## config.mk

```make
export PLATFORM = sky130hd
export DESIGN_NAME = divider
export DESIGN_NICKNAME = d
export VERILOG_FILES = /design/src/rtl/arith_pkg.sv /design/src/rtl/divider_div_step.sv /design/src/rtl/divider.sv
export SDC_FILE = /design/constraint.sdc
export NUM_CORES = 1
export LEC_CHECK = 0
export CORE_ASPECT_RATIO = 0.5
export CORE_MARGIN = 4
export CORE_UTILIZATION = 35
export DETAILED_ROUTE_END_ITERATION = 8
export HOLD_SLACK_MARGIN = 0.08
export PLACE_DENSITY = 0.59
export SYNTH_ARGS = -nofsm -noshare
export SYNTH_HDL_FRONTEND = slang
export SYNTH_SLANG_ARGS = --single-unit
```

## constraint.sdc

```tcl
create_clock -name clk -period 8.3 [get_ports clk]
set_input_delay 2.075 -clock clk [delete_from_list [all_inputs] [get_ports clk]]
set_output_delay 2.075 -clock clk [all_outputs]
set_load 0.02 [all_outputs]
```

## src/rtl/arith_pkg.sv

```systemverilog
// Shared definitions for the arithmetic peripherals: FSM state encoding and default operand widths.
package arith_pkg;

    typedef enum logic [1:0] {
        IDLE = 2'd0,
        CALC = 2'd1,
        DONE = 2'd2
    } state_t;

    localparam int DIVIDEND_W = 32;
    localparam int DIVISOR_W  = 16;

endpackage

```

## src/rtl/divider_div_step.sv

```systemverilog
// One restoring-division step: shift in the next dividend bit, trial-subtract, keep or restore.
module div_step #(
    parameter int DIVISOR_W = 16
) (
    input  logic [DIVISOR_W:0]   rem_in,
    input  logic                 bit_in,
    input  logic [DIVISOR_W-1:0] divisor,
    output logic [DIVISOR_W:0]   rem_out,
    output logic                 q_bit
);

    logic [DIVISOR_W+1:0] diff;

    // The partial remainder stays below the divisor, so the shifted value fits in
    // DIVISOR_W+1 bits and the extra top bit of the difference acts as the borrow.
    always_comb begin
        diff    = {rem_in, bit_in} - {2'b00, divisor};
        q_bit   = ~diff[DIVISOR_W+1];
        rem_out = q_bit ? diff[DIVISOR_W:0] : {rem_in[DIVISOR_W-1:0], bit_in};
    end

endmodule

```

## src/rtl/divider.sv

```systemverilog
// Sequential unsigned restoring divider, one quotient bit per clock, with start/busy/done handshake.
module divider
    import arith_pkg::*;
#(
    parameter int DIVIDEND_W = arith_pkg::DIVIDEND_W,
    parameter int DIVISOR_W  = arith_pkg::DIVISOR_W
) (
    input  logic                  clk,
    input  logic                  rst,
    input  logic                  start,
    input  logic [DIVIDEND_W-1:0] dividend,
    input  logic [DIVISOR_W-1:0]  divisor,
    output logic                  busy,
    output logic                  done,
    output logic [DIVIDEND_W-1:0] quotient,
    output logic [DIVISOR_W-1:0]  remainder,
    output logic                  div_by_zero
);

    localparam int CNT_W = $clog2(DIVIDEND_W);

    state_t                state;
    state_t                next_state;
    logic [CNT_W-1:0]      count;
    logic [DIVIDEND_W-1:0] work;
    logic [DIVISOR_W-1:0]  divisor_q;
    logic [DIVISOR_W:0]    rem_q;
    logic [DIVISOR_W:0]    rem_next;
    logic                  q_bit;
    logic                  accept;

    div_step #(
        .DIVISOR_W(DIVISOR_W)
    ) u_step (
        .rem_in (rem_q),
        .bit_in (work[DIVIDEND_W-1]),
        .divisor(divisor_q),
        .rem_out(rem_next),
        .q_bit  (q_bit)
    );

    always_ff @(posedge clk or posedge rst) begin
        if (rst) begin
            state <= IDLE;
        end else begin
            state <= next_state;
        end
    end

    always_comb begin
        next_state = state;
        accept     = 1'b0;
        busy       = (state == CALC);
        done       = (state == DONE);
        case (state)
            IDLE, DONE: begin
                accept = start;
                if (start) begin
                    next_state = (divisor == '0) ? DONE : CALC;
                end else begin
                    next_state = IDLE;
                end
            end
            CALC: begin
                if (count == '0) begin
                    next_state = DONE;
                end
            end
            default: next_state = IDLE;
        endcase
    end

    // The working register shifts dividend bits out of the top while quotient bits
    // enter at the bottom, so after the last step it holds the full quotient.
    always_ff @(posedge clk or posedge rst) begin
        if (rst) begin
            count       <= '0;
            work        <= '0;
            divisor_q   <= '0;
            rem_q       <= '0;
            quotient    <= '0;
            remainder   <= '0;
            div_by_zero <= 1'b0;
        end else if (accept) begin
            if (divisor == '0) begin
                quotient    <= '1;
                remainder   <= dividend[DIVISOR_W-1:0];
                div_by_zero <= 1'b1;
            end else begin
                work      <= dividend;
                divisor_q <= divisor;
                rem_q     <= '0;
                count     <= CNT_W'(DIVIDEND_W - 1);
            end
        end else if (state == CALC) begin
            work  <= {work[DIVIDEND_W-2:0], q_bit};
            rem_q <= rem_next;
            count <= count - CNT_W'(1);
            if (count == '0) begin
                quotient    <= {work[DIVIDEND_W-2:0], q_bit};
                remainder   <= rem_next[DIVISOR_W-1:0];
                div_by_zero <= 1'b0;
            end
        end
    end

endmodule

```

== After elaboration in Yosys (flattened, before gate mapping) ==
Cells that the tools add are included.
Word-level totals
  word-level logic and storage cells: 53
  input port bits: 51
  output and inout port bits: 51
  flip-flop bits (word level): 121
Cells by class
  reduce and logical (&&, ||, !) cells: 9
  equality and inequality tests: 5
  bitwise logic cells: 2
  mux-type cells: 27
  add/subtract/negate cells: 2
Operators by type and width (count)
  32-bit 2-to-1 mux: 7
  17-bit 2-to-1 mux: 4
  16-bit 2-to-1 mux: 4
  18-bit by 16-bit subtractor with 18-bit output: 1
  16-bit logical NOT: 1
  5-bit 2-to-1 mux: 3
  2-bit 2-to-1 mux: 3
  5-bit logical NOT: 1
  1-bit 2-to-1 mux: 5
  5-bit by 1-bit subtractor with 5-bit output, second input constant: 1
  2-bit by 1-bit inequality test with 1-bit output, second input constant: 2
  2-bit case mux with 2 select lines: 1
  2-bit AND reduction: 2
  2-bit nonzero test: 2
  3-bit AND reduction: 1
  2-bit by 1-bit == test with 1-bit output, second input constant: 1
  2-bit == test, second input constant: 1
  2-bit logical NOT: 1
  2-bit inequality test, second input constant: 1
  1-bit inverter: 2
  2-bit OR reduction: 1

== Depth between registers and ports, before layout ==
  depth after elaboration: 5
  mapped depth: 12
  gate-level depth less buffers: 12

== Cells and area by module ==
Synthesis repeated with hierarchy kept, for this count alone.
Second synthesis, totals
  cells, all modules: 564
  area, all modules: 6009.5 sq um
By module, submodules not included
  divider: cells each 416, seq. area each 3027.9 sq um, times used 1, area an instance 4858.4 sq um
  div_step: cells each 148, seq. area each 0.0 sq um, times used 1, area an instance 1151.1 sq um

== Worst setup path before layout ==
OpenSTA, ideal clock, no wires.
  path kind: input to register
  start: input port divisor[0]
  end: register remainder[0]
  cell stages on the path: 6
  path slack: 4.871 ns
  data arrival time: 3.303 ns
  data required time: 8.174 ns
  library setup time: 0.126 ns
  buffers on the path: 1
  cells stage by stage: nor4_1 > nand4_1 > nor2_1 > nor2_1 > clkbuf_1 > a221o_1
Between the ends
  cells in the longest elaborated chain, start to end: 3
Ends and longest elaborated chain
  start, declared: line divider.sv:12  | input logic [DIVISOR_W-1:0] divisor,
  16-bit logical NOT: line divider.sv:85  | if (divisor == '0) begin
  2-bit by 1-bit inequality test with 1-bit output (no source line)
  3-bit AND reduction (no source line)
  end signal, assigned: line divider.sv:87  | remainder <= dividend[DIVISOR_W-1:0];
  end signal, assigned: line divider.sv:101  | remainder <= rem_next[DIVISOR_W-1:0];
  end, declared: line divider.sv:16  | output logic [DIVISOR_W-1:0] remainder,
Every way passes these cells.
A chain may end at the register's enable or synchronous reset.

== Worst setup path in the final report ==
  start: input port start
  end: register remainder[4]
Between the ends
  cells in the longest elaborated chain, start to end: 3
  elaborated cells on any way between the ends: 6
  classes of those cells: eq/ne: 1; mux: 2; reduce/logical: 3
Ends and longest elaborated chain
  start, declared: line divider.sv:10  | input logic start,
  1-bit 2-to-1 mux *: line divider.sv:55  | case (state)
  2-bit by 1-bit inequality test with 1-bit output (no source line) or 2-bit nonzero test (tied branches)
  3-bit AND reduction (no source line)
Every way passes the cells marked *; elsewhere a longest branch is shown, timed or not.

==> key figures <==
Run status
  – Run status: complete, no violations

STA
  – Fin crit share: 57.84%
  – Clock skew: 7.901 ps
  – Slew Limit Fails: 0
  – Slew headroom: 24.20%
  – Fmax: 208.3 MHz
  – Hold Slack: 479.7 ps
  – Fin. Hold Viols: 0
  – Final setup viols: 0
  – Setup TNS: 0 ps
  – Worst-margin pin slew: 1134 ps
  – Worst setup margin: 3499 ps
  – Final min period: 4801 ps
  – RSZ-0062 raised after global routing: no

Setup path
  – Critical Path End Type: flip-flop
  – Cell family with most CP delay: simple AND/OR/NAND/NOR gates
  – WP data required: 8600 ps
  – Crit-path cells: clkdlybuf4s50_1 > nand2b_2 > nor2_1 > nor2_1 > inv_1 > o22a_1
  – Slowest CP cell: nor2_1
  – WS Path Type: input pin to flip-flop
  – Levels on crit path: 6
  – CP arrival: 5100 ps
  – CP startpoint kind: input pin
  – Crit path buf inv count: 2
  – Cell mode on critical path: nor2_1
  – Critical-path maximum fanout: 47
  – Worst reg2reg path depth: 7
  – Max incr delay on CP: 920 ps

Placed design
  – Dpl ws: 3113 ps
  – IO Port Bufs: 101
  – Hpwl dp: 11210 µm
  – RePlAce Congestion: 0.8018

Synth
  – Top_reg_cell synth: dfrtp_1
  – Synth Instances: 696
  – Yosys cell types: 50
  – Fraction of registers with async set/reset: 100.0%
  – Syn nets: 766
  – Yosys Warn Count: 0
  – Cell taking the most area after synthesis: dfrtp_1
  – Seq/Total Area, Yosys: 49.80%
  – Top cells by area, synth: dfrtp_1, nand2_1, nor2_1, a21oi_1, ha_1
  – Synth top area share: 49.80%
  – Synth Register Bits: 121
  – Post-synth EDFFs: 0
  – Synth Area per Inst: 8.735 µm²
  – Cell area after synthesis: 6080 µm²

Clock network
  – Clk sink count: 121
  – Post-CTS Resized: 0
  – H-tree levels: 4
  – Clock Latency Late Sink: 420 ps
  – Clk buf depth: 2
  – Worst-path clk slew: 60 ps
  – Cts bufs inserted: 17
  – CTS root buf: clkbuf_16
  – Cts hold-fix bufs: 0
  – CTS tree: yes
  – Setup bufs post-CTS: 0

Global route
  – Overall Global Routing Usage: 16.62%
  – Initial antenna violation count: 0
  – Vias in the first global route: 4937
  – GRT overflow: 0
  – First-pass GRT wire length: 26260 µm
  – Largest net degree at the start of global routing: 81

Cells and area
  – Most frequent cells in the layout: nand2_1, dfrtp_1, clkdlybuf4s50_1
  – Ant diodes: 0
  – Nets@finish: 854
  – Filler Cell Count: 1629
  – Most common cell after layout, fill and taps aside: nand2_1
  – Multi-input logic area: 2806 µm²
  – Register area: 3028 µm²
  – Area growth, synth to finish: 29.90%
  – Share of cells above drive strength 1: 6.524%

Power
  – Pwr dens: 464.6 nW/µm²
  – IR drop worst, VDD: 0.0001712 V
  – Static leakage power: 3.405 nW

Routing
  – Drt pass-1 iters: 5
  – Routed wire length: 16260 µm
  – Remaining DRCs: 0
  – Vias: 5212
  – Initial DRC count: 460
  – Vias/cell: 5.090
  – Antenna-violating nets left: 0
  – Post-DR wirelength/cell: 15.88 µm

Floorplanning
  – Row Count: 33
  – Placeable core area: 16680 µm²
  – Die H: 101.2 µm
  – Initial Util: 36.45%
  – Die Width: 194.4 µm
  – Die Area: 19670 µm²
  – # IOs: 102

Worst hold path
  – HP Class: flip-flop to flip-flop
  – WHS Path Cells: 2

Job
  – Maxcap violations: 0
[cell families after synthesis]
family,count (synthesis),share of synthesized area (%)
AND/OR/NAND/NOR,290,19.65
XOR/XNOR,14,2.017
flip-flops,121,49.80
multiplexers,14,2.387
adder cells (fa/ha/maj),19,4.034
buffers and inverters,65,4.157
AO/OA/AOI/OAI,173,17.95
[synthesized netlist by cell type (12+ instances only)]
master / count
nand2_1: 144
dfrtp_1: 121
nor2_1: 95
a21oi_1: 49
a31oi_1: 34
clkbuf_1: 34
o21ai_0: 33
inv_1: 25
nand3_1: 20
ha_1: 18
o21ai_1: 13
mux2i_1: 12
[area by class of cell]
cell class | instances | area share [%]
clock buffer | 19 | 5.735
clock inverter | 13 | 2.107
inverter | 27 | 1.315
multi-input combinational | 510 | 35.54
sequential | 121 | 38.34
tap | 227 | 3.596
timing repair buffer | 107 | 13.37
[report_power, final]
part	switching, mW	internal, mW	leakage, nW	total (mW)
registers	0.193	0.858	1.32	1.05
logic	1.06	0.782	1.78	1.84
clock network	0.284	0.491	0.308	0.776
[state kept, by name, summed over array words and instances (netlist names)]
register	count
quotient	32
work	32
rem_q	17
divisor_q	16
remainder	16
count	5
state	2
div_by_zero	1
[worst reg2reg max path, cell delays in order (launching register included)]
cell and delay, ps:
dfrtp_1 360, nand2b_1 730, inv_2 220, and2_1 210, buf_4 250, nor2_1 880, inv_1 300, o22a_1 280
[worst paths after layout]
kind / start / end / slack [ps]
min reg2reg: div_by_zero$_DFFE_PP0P_ / div_by_zero$_DFFE_PP0P_ / 480
min: div_by_zero$_DFFE_PP0P_ / div_by_zero$_DFFE_PP0P_ / 480
max reg2reg: state[1]$_DFFE_PP0P_ / remainder[4]$_DFFE_PP0P_ / 4960
max: start / remainder[4]$_DFFE_PP0P_ / 3500
min in group asynchronous: rst / divisor_q[3]$_DFFE_PP0P_ / 2060
max in group asynchronous: rst / work[23]$_DFFE_PP0P_ / 4840
[through the flow]
step | total power, mW | cell area (µm²) | instances | utilization, %
floorplan | 2.352 | 6080 | 696 | -
global placement | 2.837 | 7278 | 992 | 43.63
detailed placement | 2.886 | 7278 | 992 | 43.63
CTS | 3.674 | 7898 | 1024 | 47.34
global route | 3.954 | 7898 | 1024 | 47.34
finish | 3.670 | 7898 | 1024 | 47.34
[per-layer routing]
layer	global-route usage, %	vias to the layer above	wire (µm)	share of wire (%)
met3	3.224	13	1029	6.3
met4	4.914	0	150	0.92
met1	24.59	2470	8105	50
met5	0	-	0	0
li1	-	2584	-	-
met2	24.97	145	6975	43
Power figures use the tool's default switching activity.
